`src/rtl/shift_pkg.sv`:
```
// Shared definitions for the shift arbiter: direction encoding and the
// round-robin pointer advance.
package shift_pkg;

    localparam logic DIR_LEFT  = 1'b0;
    localparam logic DIR_RIGHT = 1'b1;

    // Index that follows idx in a ring of nreq requesters.
    function automatic int unsigned rr_next(input int unsigned idx, input int unsigned nreq);
        return (idx + 1 >= nreq) ? 0 : idx + 1;
    endfunction

endpackage

```
`src/rtl/barrel_shifter.sv`:
```
// Logarithmic logical barrel shifter: one stage per amount bit, zero fill,
// shifted-out bits discarded.
module barrel_shifter
    import shift_pkg::*;
#(
    parameter int N = 8,
    localparam int SW = $clog2(N)
) (
    input  logic [N-1:0]  data,
    input  logic [SW-1:0] amt,
    input  logic          dir,
    output logic [N-1:0]  result
);

    logic [N-1:0] stage;

    // Stage s shifts by 2**s when amount bit s is set.
    always_comb begin
        stage = data;
        for (int s = 0; s < SW; s++) begin
            if (amt[s]) begin
                stage = (dir == DIR_RIGHT) ? (stage >> (1 << s)) : (stage << (1 << s));
            end
        end
        result = stage;
    end

endmodule

```
`src/rtl/rr_arbiter.sv`:
```
// Round-robin grant: search begins at pointer and wraps; the first requester
// found wins. grant is one-hot, or zero when nobody requests.
module rr_arbiter #(
    parameter int NREQ = 4,
    localparam int IDW = $clog2(NREQ)
) (
    input  logic [NREQ-1:0] req,
    input  logic [IDW-1:0]  pointer,
    output logic [NREQ-1:0] grant
);

    logic [IDW:0]   sum;
    logic [IDW-1:0] idx;
    logic           found;

    // Walk the ring from the pointer, grant the first active request.
    always_comb begin
        grant = '0;
        found = 1'b0;
        sum   = '0;
        idx   = '0;
        for (int k = 0; k < NREQ; k++) begin
            sum = {1'b0, pointer} + (IDW+1)'(k);
            if (sum >= (IDW+1)'(NREQ)) begin
                sum = sum - (IDW+1)'(NREQ);
            end
            idx = sum[IDW-1:0];
            if (!found && req[idx]) begin
                grant[idx] = 1'b1;
                found      = 1'b1;
            end
        end
    end

endmodule

```
`src/rtl/shift_arbiter.sv`:
```
// Shares one barrel shifter between NREQ requesters with round-robin
// arbitration and a single registered result slot.
//
// Handshake: a transfer happens on a rising edge where valid and ready are
// both 1. req_ready is one-hot to the round-robin winner, asserted only
// when the result slot is empty or being drained this cycle (out_ready),
// and is zero during reset. Requesters hold their command while valid and
// not ready. The consumer takes a result when out_valid && out_ready; the
// slot holds steady otherwise.
module shift_arbiter
    import shift_pkg::*;
#(
    parameter int N    = 8,
    parameter int NREQ = 4,
    parameter int CNTW = 16,
    localparam int SW  = $clog2(N),
    localparam int IDW = $clog2(NREQ)
) (
    input  logic               clk,
    input  logic               rst_n,
    input  logic [NREQ-1:0]    req_valid,
    output logic [NREQ-1:0]    req_ready,
    input  logic [NREQ*N-1:0]  req_data,
    input  logic [NREQ*SW-1:0] req_amt,
    input  logic [NREQ-1:0]    req_dir,
    output logic               out_valid,
    input  logic               out_ready,
    output logic [N-1:0]       out_data,
    output logic [IDW-1:0]     out_id,
    output logic [CNTW-1:0]    txn_count
);

    logic [IDW-1:0]  pointer;
    logic [NREQ-1:0] grant;
    logic            slot_free;
    logic            accept;
    logic [IDW-1:0]  win_id;
    logic [N-1:0]    win_data;
    logic [SW-1:0]   win_amt;
    logic            win_dir;
    logic [N-1:0]    shifted;

    rr_arbiter #(.NREQ(NREQ)) u_arb (
        .req     (req_valid),
        .pointer (pointer),
        .grant   (grant)
    );

    assign slot_free = !out_valid || out_ready;
    assign req_ready = (rst_n && slot_free) ? grant : '0;
    assign accept    = |req_ready;

    // Route the winner's command to the shared shifter.
    always_comb begin
        win_id   = '0;
        win_data = '0;
        win_amt  = '0;
        win_dir  = DIR_LEFT;
        for (int i = 0; i < NREQ; i++) begin
            if (grant[i]) begin
                win_id   = IDW'(i);
                win_data = req_data[i*N +: N];
                win_amt  = req_amt[i*SW +: SW];
                win_dir  = req_dir[i];
            end
        end
    end

    barrel_shifter #(.N(N)) u_shift (
        .data   (win_data),
        .amt    (win_amt),
        .dir    (win_dir),
        .result (shifted)
    );

    // Result slot, priority pointer and transaction counter.
    always_ff @(posedge clk) begin
        if (!rst_n) begin
            out_valid <= 1'b0;
            out_data  <= '0;
            out_id    <= '0;
            pointer   <= '0;
            txn_count <= '0;
        end else if (accept) begin
            out_valid <= 1'b1;
            out_data  <= shifted;
            out_id    <= win_id;
            pointer   <= IDW'(rr_next(32'(win_id), NREQ));
            txn_count <= txn_count + CNTW'(1);
        end else if (out_ready) begin
            out_valid <= 1'b0;
        end
    end

endmodule

```
`config.mk`:
```
export PLATFORM = sky130hd
export DESIGN_NAME = shift_arbiter
export DESIGN_NICKNAME = d
export VERILOG_FILES = /design/src/rtl/shift_pkg.sv /design/src/rtl/barrel_shifter.sv /design/src/rtl/rr_arbiter.sv /design/src/rtl/shift_arbiter.sv
export SDC_FILE = /design/constraint.sdc
export NUM_CORES = 1
export LEC_CHECK = 0
export BUFFER_PORTS_ARGS = -buffer_cell sky130_fd_sc_hd__buf_2
export CAP_MARGIN = 25
export CORE_ASPECT_RATIO = 1.4
export CORE_MARGIN = 2
export CORE_UTILIZATION = 56
export CTS_CLUSTER_DIAMETER = 40
export CTS_CLUSTER_SIZE = 16
export DETAILED_ROUTE_END_ITERATION = 10
export MAX_ROUTING_LAYER = met4
export PLACE_DENSITY = 0.95
export SLEW_MARGIN = 10
export SYNTH_ARGS = -nofsm -noshare
export SYNTH_HDL_FRONTEND = slang
export SYNTH_SLANG_ARGS = --single-unit
```
`constraint.sdc`:
```
create_clock -name clk -period 9.39 [get_ports clk]
set_clock_uncertainty 0.2 [all_clocks]
set_input_delay 0.4695 -clock clk [delete_from_list [all_inputs] [get_ports clk]]
set_output_delay 0.4695 -clock clk [all_outputs]
set_load 0.005 [all_outputs]
```
After elaboration in Yosys (flattened, before gate mapping)
Index checks and enable logic that the tools add are counted. Widths: inputs -> output; s select.

Add/subtract/negate cells: 9. Reduce and logical (&&, ||, !) cells: 15. Mux-type cells: 52. Bitwise operators: 3. Magnitude comparators: 13.

Operators with widths (number): $mux 8 (10); $mux 4 (5); $mux 1 (18); $add 16x1->16 const B (1); $mux 2 (7); $ge 3x3->1 const B (4); $lt 2x3->1 const B (4); $mux 3 (4); $or 4x4->4 (3); $bmux 1 s2 (4); $demux 1 s2 (4); $ge 2x1->1 const B (4); $logic_and 1x1->1 (8); $sub 2x1->2 const B (4); $add 2x1->3 const B (2); $add 2x2->3 const B (2); $logic_not 1->1 (4); $reduce_or 4->1 (1); $ge 2x3->1 const B (1); $reduce_bool 2->1 (1); $logic_or 1x1->1 (1).

Output and inout port bits: 31. Flip-flop bits (word level): 29.

Logic depth before layout (Yosys ltp)
Depth in word-level cells: 24. Gate-level depth with buffers: 16. Mapped depth without buffers: 12.

Modules after synthesis
Synthesis repeated with hierarchy kept, for this count alone.

Cells, all modules: 307. Area total of the unflattened synthesis: 2447.3 um^2.

By module, submodules not included: shift_arbiter (cells each 209, sequential area each 580.6 um^2, instances 1, area an instance 1644.1 um^2); barrel_shifter (cells each 68, sequential area each 0.0 um^2, instances 1, area an instance 500.5 um^2); rr_arbiter (cells each 30, sequential area each 0.0 um^2, instances 1, area an instance 302.8 um^2).

Least setup slack after synthesis
No wires, ideal clock.

Path type: flip-flop to flip-flop. Start point: register pointer[0]. End point: register out_data[5]. Required time: 9.068 ns. Setup slack: 5.962 ns. Path buffers: 3. Arrival time: 3.106 ns. Setup time: 0.122 ns. Clock period less this slack: 3.428 ns. Stages on the path, launching flop included: 16. Path through: dfxtp_1 -> buf_6 -> inv_1 -> ha_1 -> mux4_2 -> and3b_1 -> a21oi_2 -> and2_2 -> buf_8 -> nand3_4 -> a31o_1 -> buf_4 -> a21oi_1 -> a311oi_2 -> o211a_1 -> a311o_1.

Word-level cells in the longest chain between the ends: 24. Elaborated cells between the ends (all ways): 79. Classes of those cells: add/sub: 7; order compare: 12; mux: 46; bitwise: 3; reduce/logical: 11.

Ends and longest elaborated chain: from (decl) (RTL line shift_arbiter.sv:33) `logic [IDW-1:0] pointer;`; from (signal assigned) (RTL line shift_arbiter.sv:88) `pointer <= IDW'(rr_next(32'(win_id), NREQ));`; branches (longest 13 deep; another with $add 2x1->3); $mux 4 (*) (RTL line rr_arbiter.sv:28) `if (!found && req[idx]) begin`; $mux 8 / $mux 1 (equally long branches) (4 in a row) (RTL line shift_arbiter.sv:60) `if (grant[i]) begin`; $mux 8 (RTL line barrel_shifter.sv:22) `stage = (dir == DIR_RIGHT) ? (stage >> (1 << s)) : (stage << (1 << s));`; $mux 8 (RTL line barrel_shifter.sv:21) `if (amt[s]) begin`; $mux 8 (RTL line barrel_shifter.sv:22); $mux 8 (RTL line barrel_shifter.sv:21); $mux 8 (RTL line barrel_shifter.sv:22); $mux 8 (RTL line barrel_shifter.sv:21); to (signal assigned) (RTL line shift_arbiter.sv:86) `out_data <= shifted;`; to (decl) (RTL line shift_arbiter.sv:28) `output logic [N-1:0] out_data,`.

Mark *: on every way between the ends. The select of a mux whose other input is x is not followed. A chain may end at the register's enable or synchronous reset.

Worst setup path after layout
Start point: register pointer[0]. End point: register out_data[6].

Same word-level chain as after synthesis.

==> results.sh <==
export IMPL_multi_input_area_mm2=0.00198
export IMPL_fp_dieW_um=62.7
export IMPL_drt_antenna_violating_nets=0
export IMPL_fraction_of_registers_with_async_set_or_reset_after_synthesis_pct=0
export IMPL_powerDensity_mw_per_mm2=473
export IMPL_status="completed"
export IMPL_ys_warnings_count=0
export IMPL_fill_cells=365
export IMPL_routed_length_per_placed_instance_um=15.8
export IMPL_clkSinkCount=29
export IMPL_synth_enable_flop_cells=0
export IMPL_regArea_um2=581
export IMPL_hold_viol=0
export IMPL_buffer_ports_inserted=85
export IMPL_dp_hpwl_um=5710
export IMPL_leakage_dissipation_nw=1.33
export IMPL_rsz0062_at_grt="false"
export IMPL_internal_power_w=0.000658
export IMPL_critical_path_arrival_ns=4.44
export IMPL_fp_dieH_um=86.2
export IMPL_synthTopCellsByCount="nand2_1, dfxtp_1, o21ai_0, and2_1"
export IMPL_layout_nets=453
export IMPL_yosys_most_used_dff="dfxtp_1"
export IMPL_slew_headroom_pct=30.4
export IMPL_setup_violations=0
export IMPL_max_cap_violations=0
export IMPL_yosysTopAreaCell="dfxtp_1"
export IMPL_worstSetupPathType="flip-flop to flip-flop"
export IMPL_number_of_levels_in_the_clock_h_tree=2
export IMPL_drive_above_1_share_pct=34.9
export IMPL_grt_pass1_wl_um=12200
export IMPL_number_of_gates_given_a_new_drive_strength_after_cts=0
export IMPL_post_cts_setup_buffers=0
export IMPL_cpMaxStageDelayCell="a21oi_2"
export IMPL_number_of_antenna_diodes=0
export IMPL_syn_avg_cell_area_um2=8.55
export IMPL_hold_buffers=0
export IMPL_cts_clk_slew_worst_paths_ns=0.07
export IMPL_crit_path_frequent_cell="a21oi_2"
export IMPL_finalCoreUtilization_pct=69.8
export IMPL_cp_cell_sequence="inv_1, ha_1, mux4_2, and3b_1, a21oi_2, and2_2, o311ai_4, a21oi_2, nand2_2, a2111oi_2, nor2_1, a31oi_1"
export IMPL_vdd_ir_drop_worst_mv=0.338
export IMPL_cts_buffer_depth=2
export IMPL_drt_pre_antenna_iters=5
export IMPL_totalNegativeSetupSlack_ns=0
export IMPL_place_ws_ns=5.07
export IMPL_worst_hold_path_type="input pin to flip-flop"
export IMPL_post_synth_inst_count=316
export IMPL_share_of_power_burned_in_registers_pct=10.9
export IMPL_drc=0
export IMPL_route_final_wire_length_um=7210
export IMPL_fp_coreArea_mm2=0.00457
export IMPL_period_minus_slack_ns=4.44
export IMPL_crit_required_ns=9.39
export IMPL_share_comb_of_total_power_pct=80.2
export IMPL_buffer_type_at_the_clock_tree_root="clkbuf_8"
export IMPL_post_synth_instance_area_mm2=0.00270
export IMPL_yosys_top_cells_area="dfxtp_1, nand2_1, mux2i_1"
export IMPL_num_io_pins=86
export IMPL_synth_most_common_cell="nand2_1"
export IMPL_clock_power_share_pct=8.9
export IMPL_yosys_register_bits=29
export IMPL_power_switching_fraction_pct=56.4
export IMPL_cts_tree="done"
export IMPL_worstSetupStartpointType="flip-flop"
export IMPL_syn_to_final_growth_pct=18.2
export IMPL_grt_ovfl_total=0
export IMPL_synth_distinct_cells=73
export IMPL_worstSkewPairLatency_ns=0.28
export IMPL_cts_buffers_inserted=5
export IMPL_sequential_to_total_area_share_from_yosys_stat_pct=21.5
export IMPL_cp_capture_type="flip-flop"
export IMPL_timing_final_crit_share_pct=47.3
export IMPL_postSynthNetCount=377
export IMPL_grt_start_max_net_pins=31
export IMPL_gp_congestion=0.991
export IMPL_floorplan_initialDensity_pct=59.1
export IMPL_final_critical_path_setup_slack_ns=4.95
export IMPL_dieArea_mm2=0.00540
export IMPL_violation_count_after_the_first_detailed_route_iteration=188
export IMPL_yosys_area_top_type_share_pct=21.5
export IMPL_routed_via_count=2800
export IMPL_crit_path_max_fanout=20
export IMPL_critical_path_max_stage_delay_ns=0.74
export IMPL_p_sw_w=0.000852
export IMPL_timing_final_max_slew_violations=0
export IMPL_max_clock_freq_ghz=0.225
export IMPL_floorplan_rows=29
export IMPL_grt_pass1_vias=2736
export IMPL_max_slew_worst_pin_slew_ns=1.04
export IMPL_drt_vias_per_instance=6.15
export IMPL_grt_antenna_before_repair=0
export IMPL_gr_usage_all_layers_pct=28.3
export IMPL_design_power_total_w=0.00151
==> area by class of cell <==
class | count | share of cell area (%)
Multi-Input combinational cell | 268 | 62.0
Sequential cell | 29 | 18.2
Timing Repair Buffer | 85 | 13.3
Clock buffer | 6 | 2.59
Tap cell | 62 | 2.43
Clock inverter | 2 | 1.18
Inverter | 3 | 0.353
==> placed cells by master (no fill, tap or decap), drive strengths merged, types with 12 or more instances in the layout <==
master	instances
o21ai	23
nor2	13
buf	85
dfxtp	29
and2	13
o22ai	12
nand2	59
nand3	14
a21oi	14
a31oi	17
==> per-stage QoR <==
stage / cell area (µm²) / std cells / hold slack, ns
floorplan: 2700 / 316 / 0.273
global placement: 3070 / 447 / 0.262
detailed placement: 3070 / 447 / 0.281
CTS: 3190 / 455 / 0.289
global route: 3190 / 455 / 0.307
finish: 3190 / 455 / 0.286
==> power by group through the flow <==
stage	clock network [W]	logic, W	registers, W
global route	0.000141	0.00131	0.000169
finish	0.000134	0.00121	0.000165
floorplan	0	0.00102	0.000164
global placement	0	0.00117	0.000167
detailed placement	0	0.00118	0.000168
CTS	0.000136	0.00118	0.000165
==> per-layer routing <==
metal	vias to the layer above	track usage, %	share of wire [%]
met1	1285	30.9	39
met2	153	50.2	50
li1	1329	-	-
met3	33	3.77	6.5
met4	0	14.9	4.1
met5	-	-	0
==> final timing paths <==
path	from	slack [ns]	cells after the start	end
worst max register to register	pointer[0]	4.95	12	out_data[6]
worst max-delay path	pointer[0]	4.95	12	out_data[6]
worst min register to register	txn_count[15]	0.29	2	txn_count[15]
worst min-delay path	out_ready	0.29	3	out_valid
==> logic make-up after synthesis <==
family          synth area share (%)
simple gates                    24.4
compound gates                  35.5
flops                           21.5
buf+inv                         5.28
mux                             7.04
xor+xnor                        3.57
fa+ha+maj                       2.78
==> registers in the layout, summed over array words and instances, names as in the netlist <==
signal     count
txn_count     16
out_data       8
out_id         2
pointer        2
out_valid      1
==> worst max-delay path, delay by kind of cell (launching register included) <==
kind	cells	cell delay, ns
compound gates	5	1.66
fa+ha+maj	1	0.40
buf+inv	1	0.12
flops	1	0.60
mux	1	0.41
simple gates	4	0.95
(Power assumes the default switching activity.)
